**src/rtl/mux_pkg.sv**
```systemverilog
// Shared constants and types for the N:1 stream multiplexer.
package mux_pkg;

    localparam logic MODE_FIXED = 1'b0;
    localparam logic MODE_RR    = 1'b1;

    typedef enum logic {
        OUT_EMPTY = 1'b0,
        OUT_FULL  = 1'b1
    } out_state_e;

    // Index width that never collapses to zero bits, even for tiny N.
    function automatic int clog2_min1(input int n);
        return (n <= 2) ? 1 : $clog2(n);
    endfunction

endpackage

```
**src/rtl/rr_arbiter.sv**
```systemverilog
// Combinational round-robin arbiter: grants the first requester after ptr,
// wrapping modulo N, by rotating, priority-encoding and rotating back.
module rr_arbiter
    import mux_pkg::*;
#(
    parameter int N    = 4,
    parameter int SELW = clog2_min1(N)
) (
    input  logic [N-1:0]    req,
    input  logic [SELW-1:0] ptr,
    output logic [SELW-1:0] grant_idx,
    output logic            grant_vld
);

    logic [N-1:0] rotated;
    int           src;
    int           offset;
    int           winner;

    always_comb begin
        rotated = '0;
        src     = 0;
        offset  = 0;
        winner  = 0;

        // rotated[0] is the requester just after the pointer
        for (int k = 0; k < N; k++) begin
            src = int'(ptr) + 1 + k;
            if (src >= N) src = src - N;
            if (src >= N) src = src - N;
            rotated[k] = req[src];
        end

        grant_vld = |rotated;

        for (int k = N - 1; k >= 0; k--) begin
            if (rotated[k]) offset = k;
        end

        winner = int'(ptr) + 1 + offset;
        if (winner >= N) winner = winner - N;
        if (winner >= N) winner = winner - N;
        grant_idx = SELW'(winner);
    end

endmodule

```
**src/rtl/mux_nx1_stream.sv**
```systemverilog
// N:1 valid/ready stream multiplexer with a single registered output stage,
// selecting either by external sel or by an internal round-robin arbiter.
module mux_nx1_stream
    import mux_pkg::*;
#(
    parameter int   N    = 4,
    parameter int   W    = 8,
    parameter int   SELW = clog2_min1(N),
    parameter logic MODE = MODE_FIXED
) (
    input  logic            clk,
    input  logic            rst,
    input  logic [N*W-1:0]  in_data,
    input  logic [N-1:0]    in_valid,
    output logic [N-1:0]    in_ready,
    input  logic [SELW-1:0] sel,
    output logic [W-1:0]    out_data,
    output logic            out_valid,
    input  logic            out_ready,
    output logic [SELW-1:0] cur_sel
);

    out_state_e      state;
    logic [SELW-1:0] rr_ptr;
    logic [SELW-1:0] rr_idx;
    logic            rr_vld;
    logic [SELW-1:0] ch;
    logic            ch_vld;
    logic            can_load;
    logic            ch_valid;
    logic [W-1:0]    ch_data;
    logic            accept;

    rr_arbiter #(
        .N    (N),
        .SELW (SELW)
    ) u_arb (
        .req       (in_valid),
        .ptr       (rr_ptr),
        .grant_idx (rr_idx),
        .grant_vld (rr_vld)
    );

    assign out_valid = (state == OUT_FULL);
    assign can_load  = ~out_valid | out_ready;

    always_comb begin
        ch     = '0;
        ch_vld = 1'b0;
        if (MODE == MODE_RR) begin
            ch     = rr_idx;
            ch_vld = rr_vld;
        end else begin
            ch     = sel;
            ch_vld = (int'(sel) < N);
        end
    end

    // Only the chosen channel sees ready; out-of-range sel chooses nothing.
    always_comb begin
        in_ready = '0;
        ch_data  = '0;
        ch_valid = 1'b0;
        for (int c = 0; c < N; c++) begin
            if (ch_vld && (int'(ch) == c)) begin
                in_ready[c] = can_load;
                ch_data     = in_data[c*W +: W];
                ch_valid    = in_valid[c];
            end
        end
    end

    assign accept = ch_valid & can_load;

    always_ff @(posedge clk or posedge rst) begin
        if (rst) begin
            state    <= OUT_EMPTY;
            out_data <= '0;
            cur_sel  <= '0;
            rr_ptr   <= SELW'(N - 1);
        end else if (accept) begin
            state    <= OUT_FULL;
            out_data <= ch_data;
            cur_sel  <= ch;
            if (MODE == MODE_RR) rr_ptr <= ch;
        end else if (out_ready) begin
            state <= OUT_EMPTY;
        end
    end

endmodule

```
**config.mk**
```make
export PLATFORM = sky130hd
export DESIGN_NAME = mux_nx1_stream
export DESIGN_NICKNAME = d
export VERILOG_FILES = /design/src/rtl/mux_pkg.sv /design/src/rtl/rr_arbiter.sv /design/src/rtl/mux_nx1_stream.sv
export SDC_FILE = /design/constraint.sdc
export NUM_CORES = 1
export LEC_CHECK = 0
export CAP_MARGIN = 20
export CORE_UTILIZATION = 30
export DETAILED_ROUTE_END_ITERATION = 8
export GPL_ROUTABILITY_DRIVEN = 0
export PLACE_DENSITY = 0.75
export SLEW_MARGIN = 40
export SYNTH_ARGS = -nofsm -noshare
export SYNTH_HDL_FRONTEND = slang
export SYNTH_SLANG_ARGS = --single-unit
```
**constraint.sdc**
```tcl
create_clock -name clk -period 1.4 [get_ports clk]
set_input_delay 0.14 -clock clk [delete_from_list [all_inputs] [get_ports clk]]
set_output_delay 0.14 -clock clk [all_outputs]
set_load 0.01 [all_outputs]
```
==> impl_results.md, run 1 <==
* MaxCap Viol Count at 0
* Syn avg cell area at 15.17 um2
* Crit. End Element: flop
* CTS sink count at 11
* Clock skew at 0.002854 ns
* Antenna Cells at 0
* First-pass GRT wire length at 3450 um
* Synthesized area at 743.2 um2
* FF+latch count, synth at 11
* Io pins at 56
* Most common cell after layout, fill and taps aside: clkdlybuf4s50_1
* Highest Clock Rate at 0.6845 GHz
* Filler cell count in the final layout at 192
* Total Routed Length at 2096 um
* Final Hold Viols at 0
* RR Startpoint: out_valid
* Failing checks: negative setup slack
* Share of layout cells above drive strength 1 at 0.3534
* RSZ-0062 raised after global routing: true
* Most area-hungry cell type in the Yosys netlist: dfrtp_1
* Max Root-Sink Buffers at 2
* Hold crit path type: in -> async
* P_leak at 0.6487 nW
* Rows at 17
* Netlist cell types at 20
* Outcome: complete, but fails checks
* Worst R2R Setup Slack at -0.06 ns
* PnR worst setup slack at -0.06095 ns
* Die Y at 51.78 um
* Finished Core Util at 0.6300
* Synth top area share at 0.3704
* CTS tree: built
* # nets final at 158
* Seq/Total Area, Yosys at 0.3704
* Num CTS Buffers at 3
* Root buf cell: clkbuf_4
* Critical path's slowest cell: dfrtp_1
* Worst-Skew Late Latency at 0.27 ns
* Grt total ovfl at 0
* Synth area leaders: dfrtp_1, mux4_2, mux2_4
* Post-DR vias/cell at 4.819
* DRT iter0 DRCs at 10
* Total GRT Usage at 0.1836
* Vias in the first global route at 763
* Placed wire-length estimate at 1663 um
* Die area at 2681 um2
* Buffers added on ports at 55
* Pins Over Slew Limit at 0
* Maximum fanout along the worst path at 5
* Max-slew headroom at 0.7176
* Max H-tree Level at 1
* DR vias at 694
* Crit path cell chain: buf_6 -> nor2b_4 -> nor3_4 -> o21ba_4 -> mux2_4
* Mapped Nets at 90
* Hold WS at 0.1581 ns
* Worst Tran Pin Value at 0.4118 ns
* Cells after Synth at 49
* Pwr/cell area at 880.9 nW/um2
* Die W at 51.78 um
* Most frequent cells in the layout: clkdlybuf4s50_1, dfrtp_1, mux2_4, buf_4, mux4_2
* Crit path to: out_data[0]
* VDD IR max at 524.5 uV
* Core area at 2276 um2
* WL/cell at 14.56 um
* Crit path launch type: flop
* R2R depth at 5
* Worst Setup SP: out_valid
* Layout area overhead at 92.93%
* CP peak stage delay at 0.37 ns
* Reg clk slew, reported paths at 0.08 ns
* Min Tclk post-route at 1.461 ns
* Arr. time, crit path at 1.62 ns
* Critical Setup Path Class: reg -> reg
* Number of synthesis warnings at 0
* DRC viols at 0
* Worst flop-to-flop path endpoint: out_data[0]
* Final worst path period share at 1.044
* # setup viols final at 9
* Largest net degree at the start of global routing at 12
* Data required time of the critical path at 1.56 ns
* Antenna violations before repair at 0
* DR pass1 iterations at 4
* Overall power at 1.263 mW
* Routed Antenna Nets at 0
* Initial Util at 0.3266
worst max-delay path: cells and delay by family, from the launching register on:
kind                   cells  cell delay (ns)
DFF                        1             0.37
AOI/OAI and AO/OA          1             0.31
muxes                      1             0.31
and+or+nand+nor            2             0.25
buffers and inverters      1             0.11
kinds of logic after synthesis:
logic type             Yosys count  synth area share
DFF                             11            0.3704
buffers and inverters            6           0.06060
and+or+nand+nor                 10           0.08082
muxes                           19            0.4562
AOI/OAI and AO/OA                3           0.03200
layout make-up:
| cell class | count | area (um2) | area share |
|---|---|---|---|
| flip-flops and latches | 11 | 275.3 | 0.1920 |
| inverters | 2 | 7.507 | 0.005236 |
| well taps | 28 | 35.03 | 0.02443 |
| multi-input cells | 33 | 469.2 | 0.3272 |
| clock inverters | 1 | 5.005 | 0.003490 |
| repair buffers | 66 | 619.3 | 0.4319 |
| clock buffers | 3 | 22.52 | 0.01571 |
power breakdown:
group	leakage (nW)	switching, mW	internal (mW)
clock network	0.0177	0.114	0.106
logic	0.504	0.181	0.420
registers	0.127	0.0475	0.395
total	0.649	0.342	0.921
synth_stat cells:
cell,instances
mux2_4,9
mux2i_1,2
nand2_1,2
nand2b_1,1
or2b_1,1
nor3b_1,1
dfrtp_1,11
o22ai_1,1
mux4_1,1
and3_1,1
nor2_1,1
a21o_1,1
clkbuf_1,1
inv_1,2
o21ba_1,1
nor3_1,1
buf_6,3
nor3_2,1
mux4_2,7
nor2b_1,1
per-layer routing:
layer,vias up,track usage,part of all wire
met5,-,0,0
met1,340,0.2040,0.40
li1,320,-,-
met3,2,0.02339,0.050
met4,0,0.09459,0.013
met2,32,0.3377,0.54
state kept, by name, indices dropped and copies added, names as in the netlist:
signal and cells:
out_valid 1, cur_sel 2, out_data 8
how the worst min path moves through the flow:
stage	start	slack, ns	end
floorplan	rst	-0.008	cur_sel[0]
global placement	rst	0.44	out_data[6]
detailed placement	rst	0.45	out_data[1]
CTS	rst	0.17	out_data[5]
global route	rst	0.20	out_data[1]
finish	rst	0.16	out_data[5]
what timing repair did:
| item | 4_1_cts | 5_1_grt |
|---|---|---|
| setup buffers | 3 | 1 |
| cloned | 1 | 0 |
| pin swaps | 1 | 1 |
| hold buffers | 0 | 0 |
| setup endpoints to repair | 14 | 13 |
| resized for setup | 21 | 6 |
metrics by stage:
stage	std cells	setup slack [ns]	instance area, um2	setup TNS [ns]
2_1_floorplan	49	-0.02027	750.7	-0.1825
3_3_place_gp	136	-0.4690	1371	-5.519
3_5_place_dp	136	-0.4923	1371	-5.931
4_1_cts	143	-0.06140	1424	-0.4969
5_1_grt	144	-0.1043	1434	-0.8713
6_report	144	-0.06095	1434	-0.4560
(Power assumes the default switching activity.)
==> run 2: changes to the inputs <==
Settings changed: CTS_CLUSTER_SIZE from default to 16.
==> results of run 2 <==
The final DEF is identical to that of run 1; final timing and power are the same.
==> run 3: changes to the inputs <==
Settings changed: CELL_PAD_IN_SITES_DETAIL_PLACEMENT from default to 1, CELL_PAD_IN_SITES_GLOBAL_PLACEMENT from default to 2, CORE_UTILIZATION 30 to 17, PLACE_DENSITY 0.75 to default, PLACE_DENSITY_LB_ADDON from default to 0.1, RECOVER_POWER from default to 50.
==> impl_results.md, run 3 (synthesized netlist as in run 1, its figures left out) <==
* Routed Antenna Nets at 0
* Max-slew headroom at 0.7096
* Min Tclk post-route at 1.449 ns
* Total GRT Usage at 0.1017
* Io pins at 56
* Die area at 4640 um2
* Share of layout cells above drive strength 1 at 0.3186
* Most common cell after layout, fill and taps aside: clkdlybuf4s50_1
* Design Area, Final at 1469 um2
* Die W at 68.12 um
* Outcome: complete, but fails checks
* VDD IR max at 287.8 uV
* Post-DP Area at 1386 um2
* Total Routed Length at 2204 um
* Final worst path period share at 1.035
* Initial Util at 0.1819
* Worst Tran Pin Value at 0.4352 ns
* Failing checks: negative setup slack
* Data required time of the critical path at 1.52 ns
* PnR worst setup slack at -0.04913 ns
* Largest register by flop count: out_data
* Rows at 23
* P_leak at 0.6408 nW
* Buffers added on ports at 55
* Root buf cell: clkbuf_8
* # nets final at 155
* Min-delay src: out_ready
* Final Hold Viols at 0
* Max Root-Sink Buffers at 2
* Worst-Skew Late Latency at 0.23 ns
* RR Startpoint: out_valid
* Most frequent cells in the layout: clkdlybuf4s50_1, dfrtp_1, mux2_4
* Core area at 4086 um2
* Pwr/cell area at 925.1 nW/um2
* Clock skew at 0.003621 ns
* Max H-tree Level at 1
* RSZ-0062 raised after global routing: true
* Post-DR vias/cell at 4.031
* Pins Over Slew Limit at 0
* WL/cell at 13.52 um
* Crit path launch type: flop
* Highest Clock Rate at 0.6901 GHz
* Hold buffer count at cts at 0
* Die Y at 68.12 um
* Largest net degree at the start of global routing at 12
* MaxCap Viol Count at 0
* Antenna Cells at 0
* Placed wire-length estimate at 1792 um
* DR vias at 657
* Reg clk slew, reported paths at 0.05 ns
* DR pass1 iterations at 4
* Maximum fanout along the worst path at 6
* Num CTS Buffers at 3
* Max reg flops at 8
* Placed insts at 158
* Non-filler cells in the finished layout at 163
* DRT iter0 DRCs at 5
* Critical Setup Path Class: reg -> reg
* Grt total ovfl at 0
* DRC viols at 0
* Vias in the first global route at 778
* # setup viols final at 9
* Arr. time, crit path at 1.57 ns
* Worst Setup SP: out_valid
* CTS tree: built
* Antenna violations before repair at 0
* First-pass GRT wire length at 3415 um
* Crit. End Element: flop
* Layout area overhead at 97.64%
* Hold crit path type: in -> reg
* CTS sink count at 11
[run 3: worst paths after layout]
path,slack (ns),depth (start not counted),endpoint
max,-0.05,6,cur_sel[0]
min,0.31,3,out_valid
max reg2reg,-0.05,6,cur_sel[0]
min reg2reg,0.51,1,out_data[6]
max in group asynchronous,0.74,2,out_valid
min in group asynchronous,0.36,2,out_data[2]
[run 3: cell type report]
cell class,count,area [um2]
Fill cell,450,2618
Inverter,2,7.507
Sequential cell,11,275.3
Clock buffer,4,45.04
Timing Repair Buffer,64,626.9
Tap cell,50,62.56
Multi-Input combinational cell,32,451.7
[run 3: through the flow]
| step | worst slack, ns | total power [mW] | util | TNS [ns] | hold WS, ns |
|---|---|---|---|---|---|
| after detailed placement | -0.5423 | 1.038 | 0.3393 | -6.405 | 0.4945 |
| after global placement | -0.5257 | 1.036 | 0.3393 | -6.276 | 0.4752 |
| after CTS | -0.04897 | 1.369 | 0.3543 | -0.3773 | 0.2507 |
| final | -0.04913 | 1.359 | 0.3595 | -0.3325 | 0.3114 |
| after global routing | -0.09024 | 1.445 | 0.3595 | -0.7642 | 0.3322 |
| after floorplan | -0.02027 | 0.7044 | - | -0.1825 | -0.007562 |
[run 3: power by group]
group	switching [mW]	leakage [nW]	internal [mW]
Combinational	0.183	0.491	0.419
Sequential	0.0448	0.127	0.397
Clock	0.116	0.0228	0.200
[run 3: metal layers]
| layer | vias to the layer above | track usage | part of all wire |
|---|---|---|---|
| li1 | 312 | - | - |
| met5 | - | 0 | 0 |
| met3 | 2 | 0.02500 | 0.073 |
| met1 | 311 | 0.1129 | 0.39 |
| met4 | 0 | 0.03906 | 0.013 |
| met2 | 32 | 0.1838 | 0.52 |
[run 3: critical path, stage by stage, from the launching register on]
cell      delay, ns
dfrtp_1        0.39
buf_6          0.13
nand2b_4       0.07
nand2_4        0.06
o21ba_4        0.25
buf_8          0.14
mux2_4         0.29
[run 3: timing repair]
action	in CTS	in global routing
setup buffers	0	1
pin swaps	1	1
setup endpoints to repair	14	13
gates resized for setup	17	9
hold endpoints to repair	0	0
